**src/rtl/icache_nway.sv**
```systemverilog
// N-way set-associative instruction cache, round-robin replacement.
// Single-beat line refill, redirect kill and whole-cache flush.
module icache_nway #(
   parameter int WAYS       = 2,
   parameter int SETS       = 8,
   parameter int LINE_WORDS = 4,
   parameter int ADDR_W     = 32
) (
   input  logic                    clk,
   input  logic                    rst_n,
   input  logic                    req_valid_i,
   input  logic [ADDR_W-1:0]       req_addr_i,
   output logic                    req_ready_o,
   input  logic                    kill_i,
   input  logic                    flush_i,
   output logic                    flush_busy_o,
   output logic                    rsp_valid_o,
   output logic [31:0]             rsp_inst_o,
   output logic                    mem_req_valid_o,
   input  logic                    mem_req_ready_i,
   output logic [ADDR_W-1:0]       mem_req_addr_o,
   input  logic                    mem_rsp_valid_i,
   input  logic [32*LINE_WORDS-1:0] mem_rsp_data_i,
   output logic [31:0]             hit_cnt_o,
   output logic [31:0]             miss_cnt_o
);

   localparam int WW  = $clog2(LINE_WORDS);
   localparam int OFF = WW + 2;
   localparam int IW  = $clog2(SETS);
   localparam int TW  = ADDR_W - OFF - IW;
   localparam int PW  = (WAYS > 1) ? $clog2(WAYS) : 1;
   localparam int LW  = 32 * LINE_WORDS;

   typedef enum logic [1:0] {IDLE, REFILL_REQ, REFILL_WAIT, FLUSH} state_t;

   state_t          state;
   logic [WAYS-1:0] valid_q [SETS];
   logic [PW-1:0]   ptr_q   [SETS];
   logic [TW-1:0]   tag_q   [WAYS][SETS];
   logic [LW-1:0]   data_q  [WAYS][SETS];

   logic [TW-1:0] lat_tag;
   logic [IW-1:0] lat_idx;
   logic [IW-1:0] fidx;
   logic [WW-1:0] lat_woff;
   logic [PW-1:0] victim_q;
   logic          killed;
   logic          flush_pend;
   logic          ready_en;

   logic [TW-1:0] req_tag;
   logic [IW-1:0] req_idx;
   logic [WW-1:0] req_woff;
   logic          hit;
   logic [31:0]   hit_word;
   logic [PW-1:0] victim;
   logic          accept;
   logic          fill;

   assign req_tag  = req_addr_i[ADDR_W-1 -: TW];
   assign req_idx  = req_addr_i[OFF +: IW];
   assign req_woff = req_addr_i[2 +: WW];

   assign req_ready_o = ready_en && state == IDLE && !flush_i && !flush_pend;
   assign accept      = req_valid_i && req_ready_o;
   assign fill        = state == REFILL_WAIT && mem_rsp_valid_i;

   always_comb begin
      hit      = 1'b0;
      hit_word = '0;
      for (int w = 0; w < WAYS; w++) begin
         if (valid_q[req_idx][w] && tag_q[w][req_idx] == req_tag) begin
            hit      = 1'b1;
            hit_word = data_q[w][req_idx][32*req_woff +: 32];
         end
      end
      // lowest invalid way wins, else the round-robin pointer
      victim = ptr_q[req_idx];
      for (int w = WAYS - 1; w >= 0; w--) begin
         if (!valid_q[req_idx][w]) victim = PW'(w);
      end
   end

   always_ff @(posedge clk) begin
      if (fill) begin
         tag_q[victim_q][lat_idx]  <= lat_tag;
         data_q[victim_q][lat_idx] <= mem_rsp_data_i;
      end
   end

   always_ff @(posedge clk or negedge rst_n) begin
      if (!rst_n) begin
         state           <= IDLE;
         valid_q         <= '{default: '0};
         ptr_q           <= '{default: '0};
         lat_tag         <= '0;
         lat_idx         <= '0;
         lat_woff        <= '0;
         victim_q        <= '0;
         fidx            <= '0;
         killed          <= 1'b0;
         flush_pend      <= 1'b0;
         ready_en        <= 1'b0;
         flush_busy_o    <= 1'b0;
         rsp_valid_o     <= 1'b0;
         rsp_inst_o      <= '0;
         mem_req_valid_o <= 1'b0;
         mem_req_addr_o  <= '0;
         hit_cnt_o       <= '0;
         miss_cnt_o      <= '0;
      end else begin
         ready_en    <= 1'b1;
         rsp_valid_o <= 1'b0;
         unique case (state)
            IDLE: begin
               if (flush_i) begin
                  state        <= FLUSH;
                  flush_busy_o <= 1'b1;
                  fidx         <= '0;
               end else if (accept && hit) begin
                  rsp_valid_o <= 1'b1;
                  rsp_inst_o  <= hit_word;
                  hit_cnt_o   <= hit_cnt_o + 32'd1;
               end else if (accept) begin
                  lat_tag         <= req_tag;
                  lat_idx         <= req_idx;
                  lat_woff        <= req_woff;
                  victim_q        <= victim;
                  killed          <= 1'b0;
                  mem_req_valid_o <= 1'b1;
                  mem_req_addr_o  <= {req_addr_i[ADDR_W-1:OFF], {OFF{1'b0}}};
                  miss_cnt_o      <= miss_cnt_o + 32'd1;
                  state           <= REFILL_REQ;
                  if (WAYS > 1 && &valid_q[req_idx])
                     ptr_q[req_idx] <= ptr_q[req_idx] + PW'(1);
               end
            end
            REFILL_REQ: begin
               if (mem_req_ready_i) begin
                  mem_req_valid_o <= 1'b0;
                  state           <= REFILL_WAIT;
               end
            end
            REFILL_WAIT: begin
               if (mem_rsp_valid_i) begin
                  valid_q[lat_idx][victim_q] <= 1'b1;
                  rsp_valid_o <= !(killed || kill_i);
                  rsp_inst_o  <= mem_rsp_data_i[32*lat_woff +: 32];
                  if (flush_pend || flush_i) begin
                     state        <= FLUSH;
                     flush_busy_o <= 1'b1;
                     fidx         <= '0;
                     flush_pend   <= 1'b0;
                  end else begin
                     state <= IDLE;
                  end
               end
            end
            FLUSH: begin
               valid_q[fidx] <= '0;
               ptr_q[fidx]   <= '0;
               fidx          <= fidx + IW'(1);
               if (fidx == IW'(SETS - 1)) begin
                  state        <= IDLE;
                  flush_busy_o <= 1'b0;
               end
            end
            default: state <= IDLE;
         endcase
         if (state == REFILL_REQ || (state == REFILL_WAIT && !mem_rsp_valid_i)) begin
            if (kill_i)  killed     <= 1'b1;
            if (flush_i) flush_pend <= 1'b1;
         end
      end
   end

endmodule
```
**config.mk**
```make
export PLATFORM = sky130hd
export DESIGN_NAME = icache_nway
export DESIGN_NICKNAME = d
export VERILOG_FILES = /design/src/rtl/icache_nway.sv
export SDC_FILE = /design/constraint.sdc
export NUM_CORES = 2
export LEC_CHECK = 0
export BUFFER_PORTS_ARGS = -buffer_cell sky130_fd_sc_hd__buf_2
export CAP_MARGIN = 0
export CORE_MARGIN = 8
export CORE_UTILIZATION = 55
export CTS_CLUSTER_DIAMETER = 50
export DETAILED_ROUTE_END_ITERATION = 16
export GPL_TIMING_DRIVEN = 0
export PLACE_DENSITY = 0.72
export REMOVE_ABC_BUFFERS = 1
export SYNTH_ARGS = -nofsm -noshare
export SYNTH_HDL_FRONTEND = slang
export SYNTH_SLANG_ARGS = --single-unit
```
**constraint.sdc**
```tcl
create_clock -name clk -period 18.05 [get_ports clk]
set_input_delay 1.805 -clock clk [delete_from_list [all_inputs] [get_ports clk]]
set_output_delay 1.805 -clock clk [all_outputs]
set_load 0.01 [all_outputs]
```
# Yosys cells after proc, flatten, opt, wreduce, memory -nomap -nowiden
# Memory sizes are Yosys's and may differ from the RTL's.
# Cells that the tools add are included.
[classes]
n_mux = 90
addsub = 4
n_eq_ne = 18
reduce_logical = 36
bitwise_logic = 10
shift = 3
magnitude_cmp = 8
[ops]
columns = ["operator", "count"]
rows = [
  ["$mux 1024", 1],
  ["$bmux 128 s3", 2],
  ["$mux 128", 5],
  ["$demux 128 s3", 1],
  ["$shiftx 128x8->32", 3],
  ["$mux 200", 1],
  ["$mux 32", 5],
  ["$bmux 25 s3", 2],
  ["$mux 25", 5],
  ["$demux 25 s3", 1],
  ["$add 32x1->32 const B", 2],
  ["$pmux 32 s2", 1],
  ["$eq 25x25->1", 2],
  ["$mux 1", 32],
  ["$mux 8", 4],
  ["$pmux 16 s2", 1],
  ["$mux 2", 11],
  ["$reduce_and 5->1", 4],
  ["$and 16x16->16", 1],
  ["$mux 16", 1],
  ["$ne 2x2->1 const B", 8],
  ["$not 16->16", 1],
  ["$or 16x16->16", 1],
  ["$pmux 8 s2", 1],
  ["35 further kinds", 73],
]
[word_totals]
wordCells = 203
n_memories = 2
ramBits = 2448
regBits = 190
[mem_list]
columns = ["memory", "words", "width", "rd", "rd_ports_with_merged_regs", "write_ports", "line", "source"]
rows = [
  ["data_q", 2, 1024, 2, 0, 1, "41", "logic [LW-1:0] data_q [WAYS][SETS];"],
  ["tag_q", 2, 200, 2, 0, 1, "40", "logic [TW-1:0] tag_q [WAYS][SETS];"],
]

# Depth between registers and ports, before layout
[logic_depth]
word_depth = 14
ltp_mapped = 19
depth_no_buf = 9

# Least setup slack after synthesis
# No wires, ideal clock.
[synth_timing]
kind = "input to register"
startpoint = "input port mem_rsp_valid_i"
endpoint = "memory data_q[0][1000] (netlist bit) (enable)"
arrival_time_ps = 12674
cell_stages = 3
path_buffers = 0
slack_ps = 4521
path_cell_list = "nand2_1 or3_1 nor3_1"
[synth_via]
elab_chain_cells = 3
[synth_lines]
columns = ["element", "line", "source"]
rows = [
  ["start: declaration", "22", "input logic mem_rsp_valid_i,"],
  ["$logic_and 1x1->1", "67", "assign fill = state == REFILL_WAIT && mem_rsp_valid_i;"],
  ["$mux 1", "86", "if (fill) begin"],
  ["$mux 1024 (implied by the code)", "88", "data_q[victim_q][lat_idx] <= mem_rsp_data_i;"],
  ["end: declaration", "41", ""],
]
# No other way between the ends.

# Final worst setup path
[layout_timing]
startpoint = "input port req_addr_i[6]"
endpoint = "register rsp_inst_o[14]"
[layout_via]
elab_chain_cells = 11
[layout_lines]
columns = ["element", "line", "source"]
rows = [
  ["start: declaration", "12", "input logic [ADDR_W-1:0] req_addr_i,"],
  ["$not 3->4 (implied by the code) *", "73, 75", ""],
  ["parallel branches: the longest is 10 deep, another holds $bmux 128 s3", "-", ""],
  ["end signal: assignment", "123", "rsp_inst_o <= hit_word;"],
  ["end signal: assignment", "149", "rsp_inst_o <= mem_rsp_data_i[32*lat_woff +: 32];"],
  ["end: declaration", "18", "output logic [31:0] rsp_inst_o,"],
]
# Every way passes the cells marked *. The select of a mux whose other input is x is not followed.
# A chain may end at the register's enable or synchronous reset.

==> results.cfg <==
[critical_path]
r2r_slack_ps = 12910
worstPathRequired_ps = 18910
critical_path_depth = 15
endpoint = rsp_inst_o[14]
worstPathMaxFanout = 98
worstReg2RegStart = tag_q[1][102]
crit_type = in -> reg
crit_path_start_kind = primary input
worstPathArrival_ps = 8810
rr_worst_depth = 12
path_buf_inv = 6
rr_endpoint = rsp_inst_o[14]
endpoint_kind = flip-flop
slowest_stage = or2_2
crit_family = simple AND/OR/NAND/NOR gates
cpPeakStageDelay_ps = 1270
startpoint = req_addr_i[6]
crit_path_cell_trace = buf_8 > buf_16 > buf_16 > or2_2 > o22ai_1 > o31a_1 > or4_1 > or4_1 > nor4_4 > buf_6 > buf_6 > buf_8 > mux2_2 > o21ai_0 > mux2_2

[timing]
setup_viol = 0
fin_ws_ps = 10100
tightest_slew_ps = 1550
final.setup.tns_ps = 0
slew_headroom_pct = -3.08
min_period_ps = 7950
finalHoldViolations = 0
timing.final.crit_share_pct = 44.1
grt_setup_unrepaired = false
clock.fmax_mhz = 126
holdWs_ps = 463
slew_violations = 23
clock_skew_ps = 69.4

[die]
start_util_pct = 55.2
core_area_um2 = 185000
fp-row-count = 158
die_w_um = 447
num_io_pins = 299
fp.dieH_um = 447
die_area_um2 = 200000

[place]
dpl_worst_slack_ps = 9350
placed_cell_area_um2 = 111000
hpwl_um = 190000
place_congestion = 0.786
portBuffers = 292

[clock_tree]
clk_pin_slew_worst_paths_ps = 60
cts_setup_buffers = 0
ctsResizeCount = 0
cts.sinks = 2610
insertion_delay_ps = 930
cts_buffers = 281
root_buffer = clkbuf_16
clock_path_buffers = 4
cts_tree = built
h-tree-depth = 5
cts_hold_buf = 0

[final_layout]
nets = 6615
seq_area_um2 = 77600
final_cell_mix = edfxtp_1, mux2i_1, clkbuf_16
final_util_pct = 64.6
drive_gt1_share_pct = 21.5
final.fill_count = 12300
multiInputGateArea_um2 = 23100
syn2layout_area_growth_pct = 17.0
postLayoutCellArea_um2 = 120000
final_common_cell = edfxtp_1

[power]
p_leak_nw = 40.4
power_density_nw_per_um2 = 117
peakVddDrop_v = 0.0000845

[global_routing]
grt_max_degree = 104
grtUsageTotal_pct = 31.0
antenna_found_initial = 64
grt_first_pass_wirelength_um = 446000
grt_pass1_vias = 61100
grt_overflow = 0

[synth]
synth_seq_cells = 2610
synth_fa_ha_area_share_pct = 0.0490
synthFlopType = edfxtp_1
yosysWarnings = 0
synth_area_per_cell_um2 = 17.2
netlist-cell-type-count = 86
syn_inst = 5952
async_flop_share_pct = 6.21
synth_area_um2 = 102000
synth_compound_area_share_pct = 8.42
yosys.area_share.simple_pct = 4.00
synth_edf_count = 2448
synth_top_family_by_area = multiplexers
ys_seq_area_share_pct = 76.0
synth.area.mux_share_pct = 9.05
synthXorXnorAreaFrac_pct = 0.780

[min_path]
hold_class = reg -> reg

[status]
outcome = complete, but fails checks
failed_checks = max-capacitance violations, max-slew violations

[detailed_routing]
drc_errors = 0
route.detailed.wl_per_inst_um = 34.5
wirelength_um = 317000
firstDrtPassIters = 6
ant_nets = 0
vias_per_cell = 6.87
drt_iter0_drc = 9528
num_vias = 63000

[flow_run]
timing.max_cap.violations = 1
[worst min path at each step]
| stage | start | cells after the start | to |
|---|---|---|---|
| after floorplan | killed | 1 | rsp_valid_o |
| after global placement | hit_cnt_o[31] | 1 | hit_cnt_o[31] |
| after detailed placement | hit_cnt_o[31] | 1 | hit_cnt_o[31] |
| after CTS | hit_cnt_o[31] | 1 | hit_cnt_o[31] |
| after global routing | hit_cnt_o[31] | 1 | hit_cnt_o[31] |
| final | hit_cnt_o[31] | 1 | hit_cnt_o[31] |
[cells in the mapped netlist, types with 42 or more instances]
cell type  instances  area share [%]
buf_2             96            0.47
nand4_1           42            0.26
dfrtp_1          162             4.0
a221oi_1          80            0.69
a21oi_1          225             1.1
clkbuf_1         220            0.81
nor2_1           241            0.89
edfxtp_1        2448              72
mux2_2           226             2.5
a22oi_1          118            0.87
nand3_1           64            0.31
o221ai_1          63            0.54
nor3_1            62            0.30
o21ai_0          209             1.0
xnor2_1           55            0.47
nand2_1          292             1.1
o22ai_1          240             1.5
mux4_2           154             3.4
mux2i_1          323             3.2
[cells by family after synthesis]
logic type / Yosys count
compound gates: 1268
other cells: 2
xor+xnor: 91
fa+ha+maj: 4
buf+inv: 410
mux: 703
flops: 2610
simple gates: 864
[layout make-up]
class / count / area share (%)
flip-flops and latches: 2610 / 64.9
multi-input cells: 2935 / 19.4
inverters: 26 / 0.0974
diodes: 44 / 0.0921
clock inverters: 93 / 0.657
well taps: 2480 / 2.60
clock buffers: 392 / 6.51
repair buffers: 590 / 5.78
[sequential cells by signal (all words and copies together), names as in the netlist, 3 cells and up]
name	count
lat_tag	25
valid_q	16
tag_q	400
fidx	3
data_q	2048
hit_cnt_o	32
miss_cnt_o	32
rsp_inst_o	32
ptr_q	8
[layer usage]
| layer | global-route usage [%] | share of wire, % | vias up |
|---|---|---|---|
| met2 | 47.8 | 46 | 5018 |
| met1 | 41.0 | 35 | 31900 |
| met4 | 16.0 | 5.7 | 28 |
| li1 | - | - | 25100 |
| met3 | 7.97 | 13 | 1041 |
| met5 | 0 | 0.059 | - |
[through the flow]
step	std cells	power, mW
3_3_place_gp	8343	8.70
5_1_grt	9152	14.3
3_5_place_dp	8641	8.64
2_1_floorplan	5571	7.85
4_1_cts	9126	14.0
6_report	9170	14.0
[worst reg2reg max path: cells and delay by family (launching register included)]
family          cells  cell delay, ps
compound gates      1             650
mux                 4            1310
flops               1             370
buf+inv             3             710
xor+xnor            1             190
simple gates        3            1900
[report_power, final]
part | internal [mW] | leakage (nW) | switching [mW]
clock | 3.16 | 4.20 | 2.29
combinational | 0.484 | 12.0 | 0.868
sequential | 6.96 | 24.2 | 0.244
Power figures use the tool's default switching activity.
